**config.mk**
```make
export PLATFORM = sky130hd
export DESIGN_NAME = opcode_fetch_queue
export DESIGN_NICKNAME = d
export VERILOG_FILES = /design/src/rtl/opcode_fetch_queue.sv
export SDC_FILE = /design/constraint.sdc
export NUM_CORES = 1
export LEC_CHECK = 0
export CAP_MARGIN = 20
export CORE_ASPECT_RATIO = 1.2
export CORE_MARGIN = 5
export CORE_UTILIZATION = 45
export CTS_BUF_LIST = sky130_fd_sc_hd__clkbuf_16
export DETAILED_ROUTE_END_ITERATION = 10
export PLACE_DENSITY = 0.64
export RECOVER_POWER = 25
export SKIP_LAST_GASP = 1
export SLEW_MARGIN = 20
export SYNTH_ARGS = -nofsm -noshare
export SYNTH_HDL_FRONTEND = slang
export SYNTH_SLANG_ARGS = --single-unit
```
**constraint.sdc**
```tcl
create_clock -name clock -period 7.6 [get_ports clock]
set_input_delay 1.52 -clock clock [delete_from_list [all_inputs] [get_ports clock]]
set_output_delay 1.52 -clock clock [all_outputs]
set_load 0.02 [all_outputs]
```
**src/rtl/opcode_fetch_queue.sv**
```systemverilog
// ---------------------------------------------------------------------------
// opcode_fetch_queue
//   Front end between code memory and the opcode decoder of an 8051-class
//   core. Code bytes are assembled into complete 1/2/3-byte instructions
//   using the 8051 opcode length table. Each instruction is tagged with the
//   PC of its opcode byte and buffered in a first-word-fall-through queue.
//
// Optional feature macro: ILLEGAL_TRAP_EN
//   When defined, opcode 0xA5 is queued as a 1-byte entry flagged on
//   instr_illegal, and the assembler halts (byte_ready low) until flush or
//   reset.
//
// Ports:
//   clock, reset          rising-edge clock, synchronous active-low reset
//   byte_valid/data/ready code byte stream handshake
//   flush, flush_pc       discard all state and restart fetch at flush_pc
//   instr_valid/ready     queue head handshake (pop on valid && ready)
//   instr_opcode/byte1/byte2/length/pc  head entry (all zero when empty)
//   instr_illegal         head entry is the trap opcode (macro only)
//   queue_count           number of buffered instructions
// ---------------------------------------------------------------------------
module opcode_fetch_queue #(
    parameter int                    ADDR_WIDTH  = 16,
    parameter int                    QUEUE_DEPTH = 4,
    parameter logic [ADDR_WIDTH-1:0] RESET_PC    = {ADDR_WIDTH{1'b0}}
) (
    input  logic                             clock,
    input  logic                             reset,
    input  logic                             byte_valid,
    input  logic [7:0]                       byte_data,
    output logic                             byte_ready,
    input  logic                             flush,
    input  logic [ADDR_WIDTH-1:0]            flush_pc,
    output logic                             instr_valid,
    input  logic                             instr_ready,
    output logic [7:0]                       instr_opcode,
    output logic [7:0]                       instr_byte1,
    output logic [7:0]                       instr_byte2,
    output logic [1:0]                       instr_length,
    output logic [ADDR_WIDTH-1:0]            instr_pc,
`ifdef ILLEGAL_TRAP_EN
    output logic                             instr_illegal,
`endif
    output logic [$clog2(QUEUE_DEPTH):0]     queue_count
);

    localparam int PW = $clog2(QUEUE_DEPTH);
    localparam int CW = PW + 1;

`ifdef ILLEGAL_TRAP_EN
    typedef enum logic [1:0] {S_OPC = 2'd0, S_B1 = 2'd1, S_B2 = 2'd2, S_HALT = 2'd3} state_e;
`else
    typedef enum logic [1:0] {S_OPC = 2'd0, S_B1 = 2'd1, S_B2 = 2'd2} state_e;
`endif

    // 8051 instruction length from the opcode byte.
    function automatic logic [1:0] opc_len(input logic [7:0] op);
        logic [1:0] len;
        len = 2'd1;
        if (op[3:0] == 4'h1) begin
            len = 2'd2;                               // AJMP / ACALL
        end else if (op[3:0] >= 4'h6) begin
            case (op[7:4])                            // @Ri / Rn columns
                4'h7, 4'h8, 4'hA: len = 2'd2;
                4'hB:             len = 2'd3;         // CJNE @Ri/Rn,#,rel
                4'hD:             len = op[3] ? 2'd2 : 2'd1; // DJNZ Rn vs XCHD
                default:          len = 2'd1;
            endcase
        end else begin
            case (op)
                8'h10, 8'h20, 8'h30, 8'h90, 8'h02, 8'h12, 8'h43, 8'h53,
                8'h63, 8'hB4, 8'h75, 8'h85, 8'hB5, 8'hD5:
                    len = 2'd3;
                8'h40, 8'h50, 8'h60, 8'h70, 8'h80, 8'hA0, 8'hB0, 8'hC0,
                8'hD0, 8'h42, 8'h52, 8'h62, 8'h72, 8'h82, 8'h92, 8'hA2,
                8'hB2, 8'hC2, 8'hD2, 8'h24, 8'h34, 8'h44, 8'h54, 8'h64,
                8'h74, 8'h94, 8'h05, 8'h15, 8'h25, 8'h35, 8'h45, 8'h55,
                8'h65, 8'h95, 8'hC5, 8'hE5, 8'hF5:
                    len = 2'd2;
                default:
                    len = 2'd1;
            endcase
        end
        return len;
    endfunction

    state_e                state_q, state_d;
    logic [ADDR_WIDTH-1:0] pc_q, start_pc_q, start_pc_d;
    logic [7:0]            opc_q, opc_d, b1_q, b1_d;
    logic [1:0]            len_q, len_d;
    logic [PW-1:0]         wr_ptr_q, rd_ptr_q;
    logic [CW-1:0]         count_q;

    logic [7:0]            opc_mem_q [QUEUE_DEPTH];
    logic [7:0]            b1_mem_q  [QUEUE_DEPTH];
    logic [7:0]            b2_mem_q  [QUEUE_DEPTH];
    logic [1:0]            len_mem_q [QUEUE_DEPTH];
    logic [ADDR_WIDTH-1:0] pc_mem_q  [QUEUE_DEPTH];
    logic                  ill_mem_q [QUEUE_DEPTH];

    logic                  accept_s, pop_s, push_s, push_ill_s;
    logic [7:0]            push_opc_s, push_b1_s, push_b2_s;
    logic [1:0]            push_len_s, len_now_s;
    logic [ADDR_WIDTH-1:0] push_pc_s;

    assign len_now_s   = opc_len(byte_data);
    assign instr_valid = (count_q != {CW{1'b0}});
    assign accept_s    = byte_valid && byte_ready;
    // A pop coinciding with flush is swallowed by the flush itself.
    assign pop_s       = instr_valid && instr_ready && !flush;

`ifdef ILLEGAL_TRAP_EN
    assign byte_ready = reset && !flush && (count_q != CW'(QUEUE_DEPTH)) && (state_q != S_HALT);
`else
    assign byte_ready = reset && !flush && (count_q != CW'(QUEUE_DEPTH));
`endif

    // Head entry fields; forced to zero while the queue is empty.
    assign instr_opcode  = instr_valid ? opc_mem_q[rd_ptr_q] : 8'h00;
    assign instr_byte1   = instr_valid ? b1_mem_q[rd_ptr_q]  : 8'h00;
    assign instr_byte2   = instr_valid ? b2_mem_q[rd_ptr_q]  : 8'h00;
    assign instr_length  = instr_valid ? len_mem_q[rd_ptr_q] : 2'd0;
    assign instr_pc      = instr_valid ? pc_mem_q[rd_ptr_q]  : {ADDR_WIDTH{1'b0}};
`ifdef ILLEGAL_TRAP_EN
    assign instr_illegal = instr_valid ? ill_mem_q[rd_ptr_q] : 1'b0;
`endif
    assign queue_count   = count_q;

    // Assembler next state and the entry to push when an instruction completes.
    always_comb begin
        state_d    = state_q;
        opc_d      = opc_q;
        b1_d       = b1_q;
        len_d      = len_q;
        start_pc_d = start_pc_q;
        push_s     = 1'b0;
        push_ill_s = 1'b0;
        push_opc_s = opc_q;
        push_b1_s  = 8'h00;
        push_b2_s  = 8'h00;
        push_len_s = len_q;
        push_pc_s  = start_pc_q;
        if (accept_s) begin
            case (state_q)
                S_OPC: begin
                    opc_d      = byte_data;
                    b1_d       = 8'h00;
                    len_d      = len_now_s;
                    start_pc_d = pc_q;
                    if (len_now_s == 2'd1) begin
                        push_s     = 1'b1;
                        push_opc_s = byte_data;
                        push_len_s = 2'd1;
                        push_pc_s  = pc_q;
`ifdef ILLEGAL_TRAP_EN
                        if (byte_data == 8'hA5) begin
                            push_ill_s = 1'b1;
                            state_d    = S_HALT;
                        end else begin
                            state_d    = S_OPC;
                        end
`endif
                    end else begin
                        state_d = S_B1;
                    end
                end
                S_B1: begin
                    b1_d = byte_data;
                    if (len_q == 2'd2) begin
                        push_s    = 1'b1;
                        push_b1_s = byte_data;
                        state_d   = S_OPC;
                    end else begin
                        state_d   = S_B2;
                    end
                end
                S_B2: begin
                    push_s    = 1'b1;
                    push_b1_s = b1_q;
                    push_b2_s = byte_data;
                    state_d   = S_OPC;
                end
                default: state_d = S_OPC;
            endcase
        end else begin
            state_d = state_q;
        end
    end

    // Assembler state, PC and queue pointer/count registers.
    always_ff @(posedge clock) begin
        if (!reset) begin
            state_q    <= S_OPC;
            pc_q       <= RESET_PC;
            start_pc_q <= {ADDR_WIDTH{1'b0}};
            opc_q      <= 8'h00;
            b1_q       <= 8'h00;
            len_q      <= 2'd0;
            wr_ptr_q   <= {PW{1'b0}};
            rd_ptr_q   <= {PW{1'b0}};
            count_q    <= {CW{1'b0}};
        end else if (flush) begin
            state_q    <= S_OPC;
            pc_q       <= flush_pc;
            wr_ptr_q   <= {PW{1'b0}};
            rd_ptr_q   <= {PW{1'b0}};
            count_q    <= {CW{1'b0}};
        end else begin
            state_q    <= state_d;
            opc_q      <= opc_d;
            b1_q       <= b1_d;
            len_q      <= len_d;
            start_pc_q <= start_pc_d;
            if (accept_s) begin
                pc_q <= pc_q + {{(ADDR_WIDTH-1){1'b0}}, 1'b1};
            end
            if (push_s) begin
                wr_ptr_q <= wr_ptr_q + {{(PW-1){1'b0}}, 1'b1};
            end
            if (pop_s) begin
                rd_ptr_q <= rd_ptr_q + {{(PW-1){1'b0}}, 1'b1};
            end
            case ({push_s, pop_s})
                2'b10:   count_q <= count_q + {{(CW-1){1'b0}}, 1'b1};
                2'b01:   count_q <= count_q - {{(CW-1){1'b0}}, 1'b1};
                default: count_q <= count_q;
            endcase
        end
    end

    // Queue storage; push only happens on an accepted byte, never under flush/reset.
    always_ff @(posedge clock) begin
        if (push_s) begin
            opc_mem_q[wr_ptr_q] <= push_opc_s;
            b1_mem_q[wr_ptr_q]  <= push_b1_s;
            b2_mem_q[wr_ptr_q]  <= push_b2_s;
            len_mem_q[wr_ptr_q] <= push_len_s;
            pc_mem_q[wr_ptr_q]  <= push_pc_s;
            ill_mem_q[wr_ptr_q] <= push_ill_s;
        end
    end

endmodule

```
; Word-level counts from Yosys, hierarchy flattened
; Memory sizes are Yosys's and may differ from the RTL's. A register that Yosys moved wholly into a read port is not among the register bits.
; Cells that the tools add are included.
[word_totals]
reg_bits = 59
mem_bits_rw = 168
input_bits = 29
output_inout_bits = 47
n_memories = 5
[mem_list]
columns = memory, words, width, rd, rd_ports_with_merged_regs, wr, line
row1 = pc_mem_q, 4, 16, 1, 1, 1, 98  ; logic [ADDR_WIDTH-1:0] pc_mem_q [QUEUE_DEPTH];
row2 = b1_mem_q, 4, 8, 1, 1, 1, 95  ; logic [7:0] b1_mem_q [QUEUE_DEPTH];
row3 = b2_mem_q, 4, 8, 1, 1, 1, 96  ; logic [7:0] b2_mem_q [QUEUE_DEPTH];
row4 = opc_mem_q, 4, 8, 1, 1, 1, 94  ; logic [7:0] opc_mem_q [QUEUE_DEPTH];
row5 = len_mem_q, 4, 2, 1, 1, 1, 97  ; logic [1:0] len_mem_q [QUEUE_DEPTH];
[op_classes]
add_sub_neg = 5
magnitude_cmp = 1
n_eq_ne = 65
n_mux = 47
n_bitwise = 2
n_reduce_logical = 18
[ops]
columns = op, count
row1 = $eq A8 B8 Y1 const B, 21
row2 = $eq A8 B7 Y1 const B, 19
row3 = $mux W16, 6
row4 = $mux W8, 10
row5 = $eq A8 B6 Y1 const B, 6
row6 = $mux W2, 19
row7 = $reduce_or A37 Y1, 1
row8 = $pmux W8 S2, 2
row9 = $eq A8 B5 Y1 const B, 3
row10 = $add A16 B1 Y16 const B, 1
row11 = $eq A4 B4 Y1 const B, 4
row12 = $reduce_or A14 Y1, 1
row13 = $eq A8 B2 Y1 const B, 1
row14 = $eq A8 B3 Y1 const B, 1
row15 = $pmux W2 S2, 2
row16 = $eq A2 B1 Y1 const B, 3
row17 = $eq A2 B2 Y1 const B, 3
row18 = $pmux W2 S3, 1
row19 = $pmux W3 S2, 1
row20 = $reduce_and A3 Y1, 2
row21 = $reduce_bool A2 Y1, 3
row22 = $logic_and A1 B1 Y1, 5
row23 = $mux W1, 5
row24 = $add A2 B1 Y2 const B, 2
row25 = other kinds (15), 16

; Longest topological paths before layout
; Gate-level depths: netlist (run 1).
[logic_depth]
depth_word = 11
ltp_mapped = 15
depth_no_buf = 12

; Least setup slack after synthesis (run 1)
; Ideal clock, no wire load.
[synth_path]
path_type = input -> register
startpoint = input port byte_data[7]
endpoint = register count_q[2] (netlist: queue_count[2])
setup_ps = 71
arrival_time_ps = 4176
t_required_ps = 7529
setup_slack_ps = 3353
path_stages = 14
cell_sequence = buf_6 -> or2b_1 -> a2111oi_4 -> o21ai_2 -> a2111o_1 -> and3_1 -> buf_6 -> inv_1 -> ha_1 -> inv_1 -> fa_1 -> xor2_1 -> or3_1 -> a21oi_1
[synth_via]
elab_chain_len = 11
[synth_lines]
columns = element, line
row1 = from (decl), 30  ; input logic [7:0] byte_data,
row2 = "$eq A8 B7 Y1, or another cell as far along", 70  ; case (op)
row3 = "$reduce_or A37 Y1, or another cell as far along", 70
row4 = $pmux W2 S2 / $pmux W2 S3 (equally long branches), "70, 63"
row5 = $mux W2 *, 62  ; end else if (op[3:0] >= 4'h6) begin
row6 = $mux W2 *, 60  ; if (op[3:0] == 4'h1) begin
row7 = $eq A2 B1 Y1 *, 150  ; if (len_now_s == 2'd1) begin
row8 = $mux W1 *, 150
row9 = $pmux W1 S3 *, 144  ; case (state_q)
row10 = $mux W1 *, 143  ; if (accept_s) begin
row11 = $eq A2 B1 Y1 / $eq A2 B2 Y1 (equally long branches), 223  ; case ({push_s, pop_s})
row12 = $pmux W3 S2 / $reduce_bool A2 Y1 (equally long branches), --
row13 = to (signal assigned), 224  ; 2'b10: count_q <= count_q + {{(CW-1){1'b0}}, 1'b1};
row14 = to (signal assigned), 225  ; 2'b01: count_q <= count_q - {{(CW-1){1'b0}}, 1'b1};
row15 = to (signal assigned), 226  ; default: count_q <= count_q;
row16 = to (decl), 92  ; logic [CW-1:0] count_q;
; Mark *: on every way between the ends. The rest lies on a longest branch, timed or not.
; A chain may end at the register's enable or synchronous reset.

; Final worst setup path (run 1)
[layout_path]
startpoint = register count_q[2] (netlist: queue_count[2])
endpoint = memory opc_mem_q[3][6] (data pin)
[layout_via]
elab_chain_len = 4
[layout_lines]
columns = element, line
row1 = from (signal assigned), 201  ; count_q <= {CW{1'b0}};
row2 = from (signal assigned), 207  ; count_q <= {CW{1'b0}};
row3 = from (signal assigned), 224
row4 = $ne A3 B3 Y1, 115  ; assign byte_ready = reset && !flush && (count_q != CW'(QUEUE_DEPTH));
row5 = $logic_and A1 B1 Y1, 115
row6 = $logic_and A1 B1 Y1, 108  ; assign accept_s = byte_valid && byte_ready;
row7 = $mux W8, 143
row8 = net push_opc_s[6], 102  ; logic [7:0] push_opc_s, push_b1_s, push_b2_s;
row9 = to (decl), 94
; The timed path passes the listed nets, and every way through them passes these cells.

==> metrics.txt, run 1 <==
sw frac=between 20% and 30%; post-synthesis cell type count=65; Starting Density=45.3%; sequential-to-total area share from yosys stat=between 60 and 70%; top post-synthesis cells by area=edfxtp_1 (50%), dfxtp_1 (12%), mux4_2 (9.4%), nor2b_1 (3.7%), nand2_1 (2.6%); Fmax=0.164 GHz; clock tree buffer depth=3; antenna viol nets, final=0; Slew headroom=-201%; Critical Path RT=slightly below 8 ns; clock network power share=between 40% and 50%; DR vias=5969; Final TNS setup=0 ns; CTS Buf Count=23; initial antenna violation count=0; GP Congestion=0.784; # DRC=0; Leakage=3.81 nW; most frequent cells after synthesis=edfxtp_1 (168), nand2_1 (69), dfxtp_1 (61); #FFs+latches synth=229; CP Launch Type=flip-flop; FP Rows=60; Ports=76; Nets=814; overall die height=approximately 170 um; Die W=approximately 150 um; part of the power in combinational logic=under 10%; number of enable flip-flop cells after synthesis=168; Hold WC Path Type=flip-flop to flip-flop; CTS Root Cell=clkbuf_16; Worst EP arrival=6.34 ns; Yosys top cell area share=50.1%; CTS sink count=between 200 and 250; top-count cell post-synth=edfxtp_1; Flop pwr share=55.1%; Layout area overhead=15.7%; Cell Pwr Density=211 nW/um^2; Max Cap Viol=2; ant diodes=0; drt wl/cell=about 19 um; fin cells=1069; global route total overflow=0; asr flop ratio synth=0%; Reg-to-Reg Start=queue_count[2]; core area=22200 um^2; CTS H-tree depth=1; Ys Warns=0; share of cells above drive strength 1=14.4%; clock skew=around 0.017 ns; VDD IR max=0.000135 V; CTS clock-pin slew for the worst setup and hold paths=around 0.060 ns; Max Slew Vio Count=72; Pre-antenna DRT Iters=5; PortBufs=75; Synth Flop Type=edfxtp_1; final WL=20.8 mm; r2r setup slk=1.49 ns; CTS tree=yes; Slew @ Worst Pin=4.46 ns; Crit. End Element=flip-flop; Die ar.=25500 um^2; Clk Latency, worst-skew pair=0.50 ns; gr usage total=16.5%; Post-CTS Setup Bufs=0; min cycle time layout=a little over 6 ns; Final Hold Fails=0; Post-Synthesis Cells=713; vias in the first global route=6269; Final setup violation count=0; Crit Path Max Fanout=26; Internal=1.94 mW; synthesized net count=753; Avg Cell Area, Syn=14.1 um^2; critical path launch point=queue_count[2]; Post-CTS Hold Fix Bufs=0; Hold Startpoint=start_pc_q[4]; final worst-path cycle share=between 80% and 90%; Resize count post-CTS=0; dpl cells=around 1000; number of vias per cell=between 5 and 6; violated checks=max-capacitance violations, max-slew violations; Switching Power=~0.52 mW; kind of critical path=flip-flop to flip-flop; post-detail-place hpwl=13.2 mm; first-pass GRT wire length=34.3 mm; drt first-iter violations=449; largest net degree at the start of global routing=between 50 and 60; status=finished with violations; area leader, netlist=edfxtp_1; Post-Syn Area=10100 um^2; RSZ-0062 raised after global routing=no
placed cells by master, fill, tap and decap left out, types with 18 or more instances in the layout:
cell type        count
edfxtp_1           168
nand2_1             69
clkdlybuf4s50_1     68
nor2b_1             60
dfxtp_1             59
mux4_2              42
a21boi_0            31
nor2_1              28
clkbuf_16           23
o21ai_0             19
inv_1               18
cell type report:
type,instances,area (um^2)
Clock buffer,23,576
Multi-Input combinational cell,423,3510
Tap cell,279,349
Timing Repair Buffer,86,835
Sequential cell,229,6270
Fill cell,1861,10600
Clock inverter,18,85.1
Inverter,11,41.3
worst max-delay path: stages (launching register included):
cell and delay, ns:
dfxtp_1 0.42, inv_1 0.08, o311ai_0 3.42, nor3_1 0.98, buf_4 0.57, mux2_4 0.37
power by group through the flow:
stage / sequential, mW / clock (mW) / combinational [mW]
floorplan: 1.38 / 0 / 0.0788
global placement: 1.38 / 0 / 0.111
detailed placement: 1.38 / 0 / 0.115
CTS: 1.36 / 1.02 / 0.115
global route: 1.36 / 1.07 / 0.124
finish: 1.36 / 0.994 / 0.113
flip-flops by register name (all words and copies together), names as in the netlist, named ones only:
| register | flops |
|---|---|
| rd_ptr_q | 2 |
| queue_count | 3 |
| start_pc_q | 16 |
| len_mem_q | 8 |
| len_q | 2 |
| wr_ptr_q | 2 |
| pc_q | 16 |
| state_q | 2 |
| b1_mem_q | 32 |
| opc_q | 8 |
| b1_q | 8 |
| pc_mem_q | 64 |
| opc_mem_q | 32 |
| b2_mem_q | 32 |
metal layers:
layer	vias up	track usage [%]	part of all wire, %
met5	-	0	0
met4	0	4.43	1.9
met3	32	2.14	4.6
met2	174	29.2	51
met1	2954	21.5	42
li1	2809	-	-
path summary, 6_finish.rpt:
path                                   endpoint  depth (start not counted)
worst min-delay path              start_pc_q[4]                          2
worst min register to register    start_pc_q[4]                          2
worst max register to register  opc_mem_q[3][6]                          5
worst max-delay path            opc_mem_q[3][6]                          5
kinds of logic after synthesis:
family / count (synthesis) / share of synthesized area, %
xor gates and xnor gates: 5 / 0.435
DFF: 229 / 62.2
AOI/OAI and AO/OA: 115 / 8.41
adders and majority gates: 11 / 1.44
muxes: 69 / 13.0
buffers and inverters: 61 / 2.81
and+or+nand+nor: 223 / 11.7
metrics by stage:
stage	setup WS (ns)	hold WS, ns	area, um^2	utilization [%]	power (mW)
3_5_place_dp	2.19	0.455	11000	49.6	1.50
3_3_place_gp	2.36	0.450	11000	49.6	1.49
2_1_floorplan	3.35	0.441	10100	-	1.46
5_1_grt	1.15	0.483	11700	52.5	2.55
6_report	1.49	0.458	11700	52.5	2.46
4_1_cts	2.36	0.464	11700	52.6	2.49
(Power assumes the default switching activity.)
==> run 2, diff against run 1 <==
clock period = 6 ns   (was 7.6 ns; I/O delays follow)
==> run 2 against run 1 <==
  * Sequential cell count unchanged
  * Clock skew decreased by 0.0090 ns
  * Utilization increased by 0.35 points
  * Register-to-register slack got worse by 0.30 ns
  * Hold slack improved by 0.0042 ns
  * Clock-buffer cell count unchanged
  * Critical path type is now input pin to flip-flop
  * The flow still finishes with violations (max-capacitance violations, max-slew violations)
  * Global-route usage increased by 0.10 points
==> metrics.txt, run 2 (same netlist as run 1, synthesis figures left out) <==
status=finished with violations; violated checks=max-capacitance violations, max-slew violations; Pre-antenna DRT Iters=5; Cell Pwr Density=269 nW/um^2; Clk Latency, worst-skew pair=0.49 ns; share of cells above drive strength 1=15.1%; most frequent cells in the layout=edfxtp_1 (168), clkdlybuf4s50_1 (70), nand2_1 (69); GP Congestion=0.875; vias in the first global route=6342; Resize count post-CTS=0; Power Total=about 3.2 mW; Flop pwr share=54.5%; initial antenna violation count=0; Ports=76; VDD IR max=around 0.00016 V; RSZ-0062 raised after global routing=no; Die W=147 um; part of the power in combinational logic=4.7%; CTS tree=yes; CTS Buf Count=23; Post-CTS Hold Fix Bufs=0; Critical Path RT=6.23 ns; min cycle time layout=just under 5 ns; Worst EP arrival=5.14 ns; DP Area=11100 um^2; CP Launch Type=input pin; gr usage total=16.6%; CTS H-tree depth=1; overall die height=174 um; Layout area overhead=16.5%; clock tree buffer depth=3; Die ar.=25500 um^2; Max Cap Viol=2; Final setup violation count=0; Slew @ Worst Pin=3.02 ns; max reg flops=64; drt wl/cell=19.8 um; FP Rows=60; Switching Power=between 0.6 and 0.7 mW; Max Slew Vio Count=72; ant diodes=0; global route total overflow=0; Nets=814; Slew headroom=-104%; first-pass GRT wire length=roughly 34 mm; CTS sink count=229; sw frac=20.7%; final WL=21.2 mm; Layout fillers=1847; post-detail-place hpwl=13.6 mm; Leakage=3.82 nW; Internal=2.50 mW; commonest non-fill, non-tap cell in the layout=edfxtp_1; CTS Root Cell=clkbuf_16; PortBufs=75; Hold WC Path Type=flip-flop to flip-flop; DR vias=6030; Starting Density=45.3%; core area=22200 um^2; final worst-path cycle share=81.8%; fin area=11700 um^2; Top reg by flops=pc_mem_q; Crit Path Max Fanout=26; CTS clock-pin slew for the worst setup and hold paths=about 0.06 ns; clock skew=~0.0078 ns; Fmax=0.204 GHz; Final TNS setup=0 ns; drt first-iter violations=418; final core utilization=between 50% and 60%; Crit. End Element=flip-flop; number of vias per cell=5.64; largest net degree at the start of global routing=45; Final Hold Fails=0; Post-CTS Setup Bufs=0; clock network power share=about two fifths; kind of critical path=input pin to flip-flop; antenna viol nets, final=0; # DRC=0
run 2: changes by cell type in the layout (fill, tap and decap cells not counted), sizes merged:
cell	before	now
buf	10	8
clkbuf	24	26
clkdlybuf4s50	68	70
clkinv	9	7
dlygate4sd3	7	5
inv	18	20
bufinv	0	1
clkinvlp	2	1
run 2: per-stage QoR:
stage	hold WS, ns	cells	worst slack (ns)
after floorplan	0.441	713	2.07
after detailed placement	0.457	1028	1.16
final	0.462	1069	1.09
after global placement	0.449	1028	1.28
after global routing	0.486	1069	0.682
after CTS	0.465	1069	1.29
run 2: layer usage:
metal  share of wire [%]  GRT usage (%)  up-vias
met5                   0              0        -
met4                 1.9           4.31        0
met3                 5.4           2.76       28
met2                  51           29.2      168
li1                    -              -     2800
met1                  42           21.4     3034
run 2: critical path, stage by stage:
cell	delay (ns)
dlygate4sd3_1	0.96
nor2b_1	0.32
o311ai_1	0.81
nor3_4	1.10
buf_4	0.39
mux2_4	0.34
run 2: cell type report:
cell class,instances,area (um^2),share of cell area [%]
multi-input combinational,423,3530,30.1
timing repair buffer,86,872,7.43
inverter,11,41.3,0.352
tap,279,349,2.97
clock buffer,23,576,4.90
sequential,229,6270,53.4
clock inverter,18,101,0.863
run 2: final timing paths:
check / slack (ns) / cells past startpoint / from / end
setup / recovery: 1.09 / 6 / reset / pc_mem_q[2][9]
hold / removal: 0.46 / 2 / start_pc_q[6] / start_pc_q[6]
setup reg to reg: 1.19 / 11 / queue_count[2] / queue_count[2]
hold reg to reg: 0.46 / 2 / start_pc_q[6] / start_pc_q[6]
run 2: power by group through the flow:
stage               clock network [mW]  registers (mW)  logic (mW)
floorplan                            0            1.75      0.0998
global placement                     0            1.75       0.142
detailed placement                   0            1.75       0.148
CTS                               1.32            1.72       0.149
global route                      1.38            1.72       0.161
finish                            1.29            1.72       0.147
